## src/rtl/systolic_wavefront_seq.sv

```systemverilog
// systolic_wavefront_seq: skewed operand-valid / K-index / clear-wavefront sequencer for an N x N output-stationary array
//   clk, rst            : clock, async active-high reset
//   start, k_len, abort : job request with reduction depth K, cancel while running
//   busy, done, err     : running, results final (1-cycle), start rejected for K == 0 (1-cycle)
//   lane_valid, lane_k  : per-lane inject strobe and element index for A row i / B column i
//   clear_diag          : bit d clears every PE(r,c) with r+c == d
module systolic_wavefront_seq #(
  parameter int N  = 4,
  parameter int KW = 8
) (
  input  logic              clk,
  input  logic              rst,
  input  logic              start,
  input  logic [KW-1:0]     k_len,
  input  logic              abort,
  output logic              busy,
  output logic              done,
  output logic              err,
  output logic [N-1:0]      lane_valid,
  output logic [N*KW-1:0]   lane_k,
  output logic [2*N-2:0]    clear_diag
);
  typedef enum logic [1:0] {IDLE, RUN, DONE} state_t;
  state_t r_state, w_next;
  logic [KW:0] r_t;
  logic [KW-1:0] r_k;
  logic r_err;
  logic w_run, w_accept, w_reject, w_last;
  assign w_run    = r_state == RUN;
  assign w_accept = (r_state == IDLE) && start && (k_len != '0);
  assign w_reject = (r_state == IDLE) && start && (k_len == '0);
  // t is one bit wider than K so the final wavefront K + 2N - 3 never wraps
  assign w_last   = r_t == ((KW+1)'(r_k) + (KW+1)'(2*N-3));
  always_comb begin
    w_next = r_state;
    w_next = (r_state == IDLE) ? (w_accept ? RUN : IDLE) :
             (r_state == RUN)  ? (abort ? IDLE : (w_last ? DONE : RUN)) : IDLE;
  end
  always_ff @(posedge clk or posedge rst)
    if (rst) begin
      r_state <= IDLE;
      r_t     <= '0;
      r_k     <= '0;
      r_err   <= 1'b0;
    end else begin
      r_state <= w_next;
      r_t     <= (w_run && w_next == RUN) ? r_t + (KW+1)'(1) : '0;
      r_k     <= w_accept ? k_len : r_k;
      r_err   <= w_reject;
    end
  assign busy = w_run;
  assign done = r_state == DONE;
  assign err  = r_err;
  // lane i runs i cycles behind lane 0 to match the one-register-per-hop skew
  for (genvar i = 0; i < N; i++) begin : g_lane
    logic [KW:0] w_d;
    assign w_d = r_t - (KW+1)'(i);
    assign lane_valid[i] = w_run && (r_t >= (KW+1)'(i)) && (w_d < (KW+1)'(r_k));
    assign lane_k[i*KW +: KW] = lane_valid[i] ? w_d[KW-1:0] : '0;
  end
  // PE(r,c) first sees k = 0 at t = r+c, so the clear travels along anti-diagonals
  for (genvar d = 0; d < 2*N-1; d++) begin : g_diag
    assign clear_diag[d] = w_run && (r_t == (KW+1)'(d));
  end
endmodule

```

## config.mk

```make
export PLATFORM = sky130hd
export DESIGN_NAME = systolic_wavefront_seq
export DESIGN_NICKNAME = d
export VERILOG_FILES = /design/src/rtl/systolic_wavefront_seq.sv
export SDC_FILE = /design/constraint.sdc
export NUM_CORES = 1
export LEC_CHECK = 0
export CAP_MARGIN = 20
export CELL_PAD_IN_SITES_DETAIL_PLACEMENT = 0
export CELL_PAD_IN_SITES_GLOBAL_PLACEMENT = 1
export CORE_MARGIN = 10
export CORE_UTILIZATION = 41
export DETAILED_ROUTE_END_ITERATION = 10
export MAX_ROUTING_LAYER = met4
export PLACE_DENSITY = 0.92
export SKIP_CTS_REPAIR_TIMING = 1
export SYNTH_ARGS = -nofsm -noshare
export SYNTH_HDL_FRONTEND = slang
export SYNTH_SLANG_ARGS = --single-unit
```

## constraint.sdc

```tcl
create_clock -name clk -period 9.6 [get_ports clk]
set_input_delay 2.4 -clock clk [delete_from_list [all_inputs] [get_ports clk]]
set_output_delay 2.4 -clock clk [all_outputs]
set_load 0.005 [all_outputs]
```

Yosys cells after proc, flatten, opt, wreduce, memory -nomap -nowiden
Cells that the tools add are included.
Widths: inputs -> output; s select.
{ "word_totals": {"register_bits": 20, "output_inout_bits": 46, "elab_cells": 60} }
{ "op_classes": {"n_addsub": 5, "n_lt_le_gt_ge": 8, "eq_ne": 10, "n_mux": 10, "n_reduce_logical": 23} }
{ "op_table": {"columns": ["cell", "count"], "rows": [
  ["$lt 9x8->1", 4],
  ["$mux 8", 4],
  ["$eq 9x3->1 const B", 3],
  ["$logic_and 1x1->1", 19],
  ["$eq 9x2->1 const B", 2],
  ["$ge 9x1->1 const B", 2],
  ["$ge 9x2->1 const B", 2],
  ["$sub 9x2->9 const B", 2],
  ["$add 8x3->9 const B", 1],
  ["$add 9x1->9 const B", 1],
  ["$eq 9x1->1 const B", 1],
  ["$eq 9x9->1", 1],
  ["$logic_not 9->1", 1],
  ["$mux 9", 1],
  ["$sub 9x1->9 const B", 1],
  ["$logic_not 8->1", 1],
  ["$mux 2", 4],
  ["$reduce_bool 8->1", 1],
  ["$eq 2x1->1 const B", 2],
  ["$eq 2x2->1 const B", 1],
  ["$logic_not 2->1", 1],
  ["$mux 1", 1]
]} }

Longest topological paths before layout
{ "logic_depth": {"ltp_word": 9, "ltp_mapped": 13, "depth_no_buf": 12} }

Worst setup path before layout
OpenSTA, ideal clock, no wires.
{ "synth_timing": {"path_kind": "flip-flop to output port", "start": "register r_t[5]", "end": "output lane_k[24]", "arrival_ns": 2.679, "t_required_ns": 7.200, "path_slack_ns": 4.521, "stages_incl_launch_ff": 9, "path_buffers": 1, "cell_sequence": "dfrtp_1 buf_6 or3_2 nor2_1 nand2_1 xnor2_1 ha_1 a2111oi_2 nor3b_1"} }
{ "synth_via": {"elab_chain_cells": 4, "word_cells_on_any_way": 6, "classes_between": "add/sub (1); order compare (2); mux (1); reduce/logical (2)"} }
{ "synth_lines": {"columns": ["item", "line_no", "rtl"], "rows": [
  ["from (decl)", "25", "logic [KW:0] r_t;"],
  ["from (signal assigned)", "47", "r_t <= (w_run && w_next == RUN) ? r_t + (KW+1)'(1) : '0;"],
  ["$sub 9x2->9 / $ge 9x2->1 (equally long branches)", "57, 58", null],
  ["$lt 9x8->1 / $logic_and 1x1->1 (equally long branches)", "58", "assign lane_valid[i] = w_run && (r_t >= (KW+1)'(i)) && (w_d < (KW+1)'(r_k));"],
  ["$logic_and 1x1->1 *", "58", null],
  ["$mux 8 *", "59", "assign lane_k[i*KW +: KW] = lane_valid[i] ? w_d[KW-1:0] : '0;"],
  ["to (decl)", "20", "output logic [N*KW-1:0] lane_k,"]
]} }
Mark *: on every way between the ends. The rest lies on a longest branch, timed or not.

Worst setup path after layout
{ "layout_timing": {"start": "register r_t[2]", "end": "output lane_k[24]"} }
The elaborated chain is that of the path after synthesis.

==> impl_metrics.tcl <==
set metrics [dict create \
    clockBufferDepth 2 \
    path_common_cell "ha_1" \
    yosysSeqAreaShare_pct 19.6 \
    antenna_found_initial 0 \
    max-vdd-ir-drop_v 0.0000896 \
    slew_headroom_pct 39.8 \
    die_area_mm2 0.00980 \
    synthDistinctLibCells 58 \
    rsz0062_at_grt "no" \
    post_drt_wl_per_cell_um 16.9 \
    layout_min_cycle_time_ns 6.35 \
    core.rowCount 28 \
    rrSetupSlack_ns 6.85 \
    ys_top_cells_by_area "dfrtp_1 20%, ha_1 20%, xor2_1 5.8%, xnor2_1 5.5%, nor2_1 5.1%" \
    crit_chain "inv_1 -> ha_1 -> a21oi_1 -> nand2_1 -> xnor2_1 -> ha_1 -> a2111oi_2 -> nor3b_1 -> clkdlybuf4s50_1" \
    cts.sinks 20 \
    yosys.area.top_type "dfrtp_1" \
    path_max_fanout 15 \
    ant_nets 0 \
    fin_nets 409 \
    syn_nets 358 \
    p_leak_nw 1.38 \
    async_flop_share_pct 100 \
    hold_class "register to register" \
    setup_tns_ns 0 \
    diodes 0 \
    synth-seq-cells 20 \
    most-common-layout-cells "57 x clkdlybuf4s50_1, 40 x ha_1, 35 x nor2_1, 30 x nand2_1, 20 x dfrtp_1" \
    holdWs_ns 0.661 \
    vias_per_cell 5.51 \
    cts_buffers 3 \
    p_total_w 0.000389 \
    grt_pass1_vias 2375 \
    gp_congestion 0.933 \
    fp.dieW_um 99.0 \
    htreeDepth 1 \
    synthCells 306 \
    track_usage_pct 15.1 \
    drt_first_pass_iters 4 \
    finalSetupViolCount 0 \
    grt_max_degree 21 \
    io_pins 58 \
    power_density_mw_per_mm2 123 \
    synth_flop_cell "dfrtp_1" \
    final_common_cell "clkdlybuf4s50_1" \
    fmax_ghz 0.157 \
    tritoncts "yes" \
    tightest_slew_ns 0.901 \
    fp.dieH_um 99.0 \
    worst-endpoint-required_ns 7.20 \
    cp_slowest_stage_delay_ns 0.78 \
    finalHoldViolCount 0 \
    yosysWarnings 0 \
    drt_iter0_drc 179 \
    start_kind "register" \
    synthToLayoutAreaGrowth_pct 23.9 \
    crit_path_end_kind "output port" \
    hpwlAfterDp_um 5600 \
    period_share_pct 66.2 \
    slowest_stage "a2111oi_2" \
    drv_cap 0 \
    path_clk_slew_ns 0.07 \
    clk_latency_ns 0.25 \
    synth_top_area_share_pct 19.6 \
    remaining_drc_errors 0 \
    cp.arrival_ns 3.95 \
    routed_wl_um 7270 \
    grt_first_pass_wirelength_um 12200 \
    drive_gt1_share_pct 6.48 \
    syn_area_mm2 0.00256 \
    status "finished, final reports clean" \
    synth_edf_count 0 \
    clockRootBuffer "clkbuf_8" \
    final_core_util_pct 52.9 \
    path_class "register to output port" \
    dr_total_vias 2371 \
    slew_violations 0 \
    overflow 0 \
    fin_skew_ns 0.00315 \
    start_util_pct 42.7 \
    avgSynthCellArea_um2 8.36 \
    core_area_mm2 0.00599 \
    port_buffers 57 \
]
[kinds of logic after synthesis]
group           Yosys count  share of synthesized area [%]
simple gates            133                           28.1
compound gates           49                           13.9
fa+ha+maj                40                           19.6
xor+xnor                 33                           11.3
buf+inv                  28                           6.21
flops                    20                           19.6
mux                       3                           1.27
[routing by layer]
metal / vias up / wire length (um) / global-route usage [%]
met5: - / 0 / -
li1: 1163 / - / -
met4: 0 / 71 / 3.86
met3: 6 / 540 / 1.33
met2: 99 / 3420 / 24.3
met1: 1103 / 3230 / 19.7
[state kept, by name, summed over array words and instances, names as in the netlist]
| register | cells |
|---|---|
| r_state | 2 |
| r_t | 9 |
| r_k | 8 |
| err | 1 |
[layout make-up]
type,count,area [um2]
flip-flops and latches,20,500
well taps,75,93.8
repair buffers,57,571
inverters,17,63.8
clock buffers,3,41.3
fillers,569,2820
multi-input cells,258,1900
[metrics by stage]
stage	cells	worst slack (ns)	area [um2]
global route	430	2.91	3170
finish	430	3.25	3170
detailed placement	427	3.59	3130
global placement	427	3.63	3130
floorplan	306	4.52	2560
CTS	430	3.26	3170
[where the power goes]
group	switching (W)	total, W	internal, W
Sequential	0.0000199	0.000115	0.0000949
Combinational	0.000122	0.000221	0.0000989
Clock	0.0000248	0.0000527	0.0000279
Total	0.000167	0.000389	0.000222
[worst paths after layout]
kind	start	end	depth (start not counted)
worst min-delay path	r_state[1]$_DFF_PP0_	r_state[1]$_DFF_PP0_	2
worst max register to register	r_k[0]$_DFFE_PP0P_	r_t[4]$_DFF_PP0_	7
worst min register to register	r_state[1]$_DFF_PP0_	r_state[1]$_DFF_PP0_	2
worst max-delay path	r_t[2]$_DFF_PP0_	lane_k[24]	9
min in group asynchronous	rst	err$_DFF_PP0_	2
max in group asynchronous	rst	r_k[1]$_DFFE_PP0P_	2
[critical path, delay by kind of cell, from the launching register on]
family,cells,cell delay (ns)
AND/OR/NAND/NOR,2,0.36
buffers and inverters,2,0.78
adder cells (fa/ha/maj),2,0.55
XOR/XNOR,1,0.22
AO/OA/AOI/OAI,2,1.06
flip-flops,1,0.72
[cells in the mapped netlist, drive strengths merged (2+ instances only)]
library cell / n
ha: 40
nor2: 35
nand2: 30
dfrtp: 20
nor2b: 18
inv: 17
xor2: 17
xnor2: 16
and2: 13
o21ai: 13
and3: 7
a21oi: 6
buf: 6
nand3: 6
clkbuf: 5
nand4: 5
nor3: 5
o21a: 5
nor4: 4
a21o: 3
o211ai: 3
a211oi: 2
a21boi: 2
a31oi: 2
mux2: 2
nor3b: 2
nor4b: 2
o21bai: 2
Note: power is estimated with default switching activity, not from simulation.
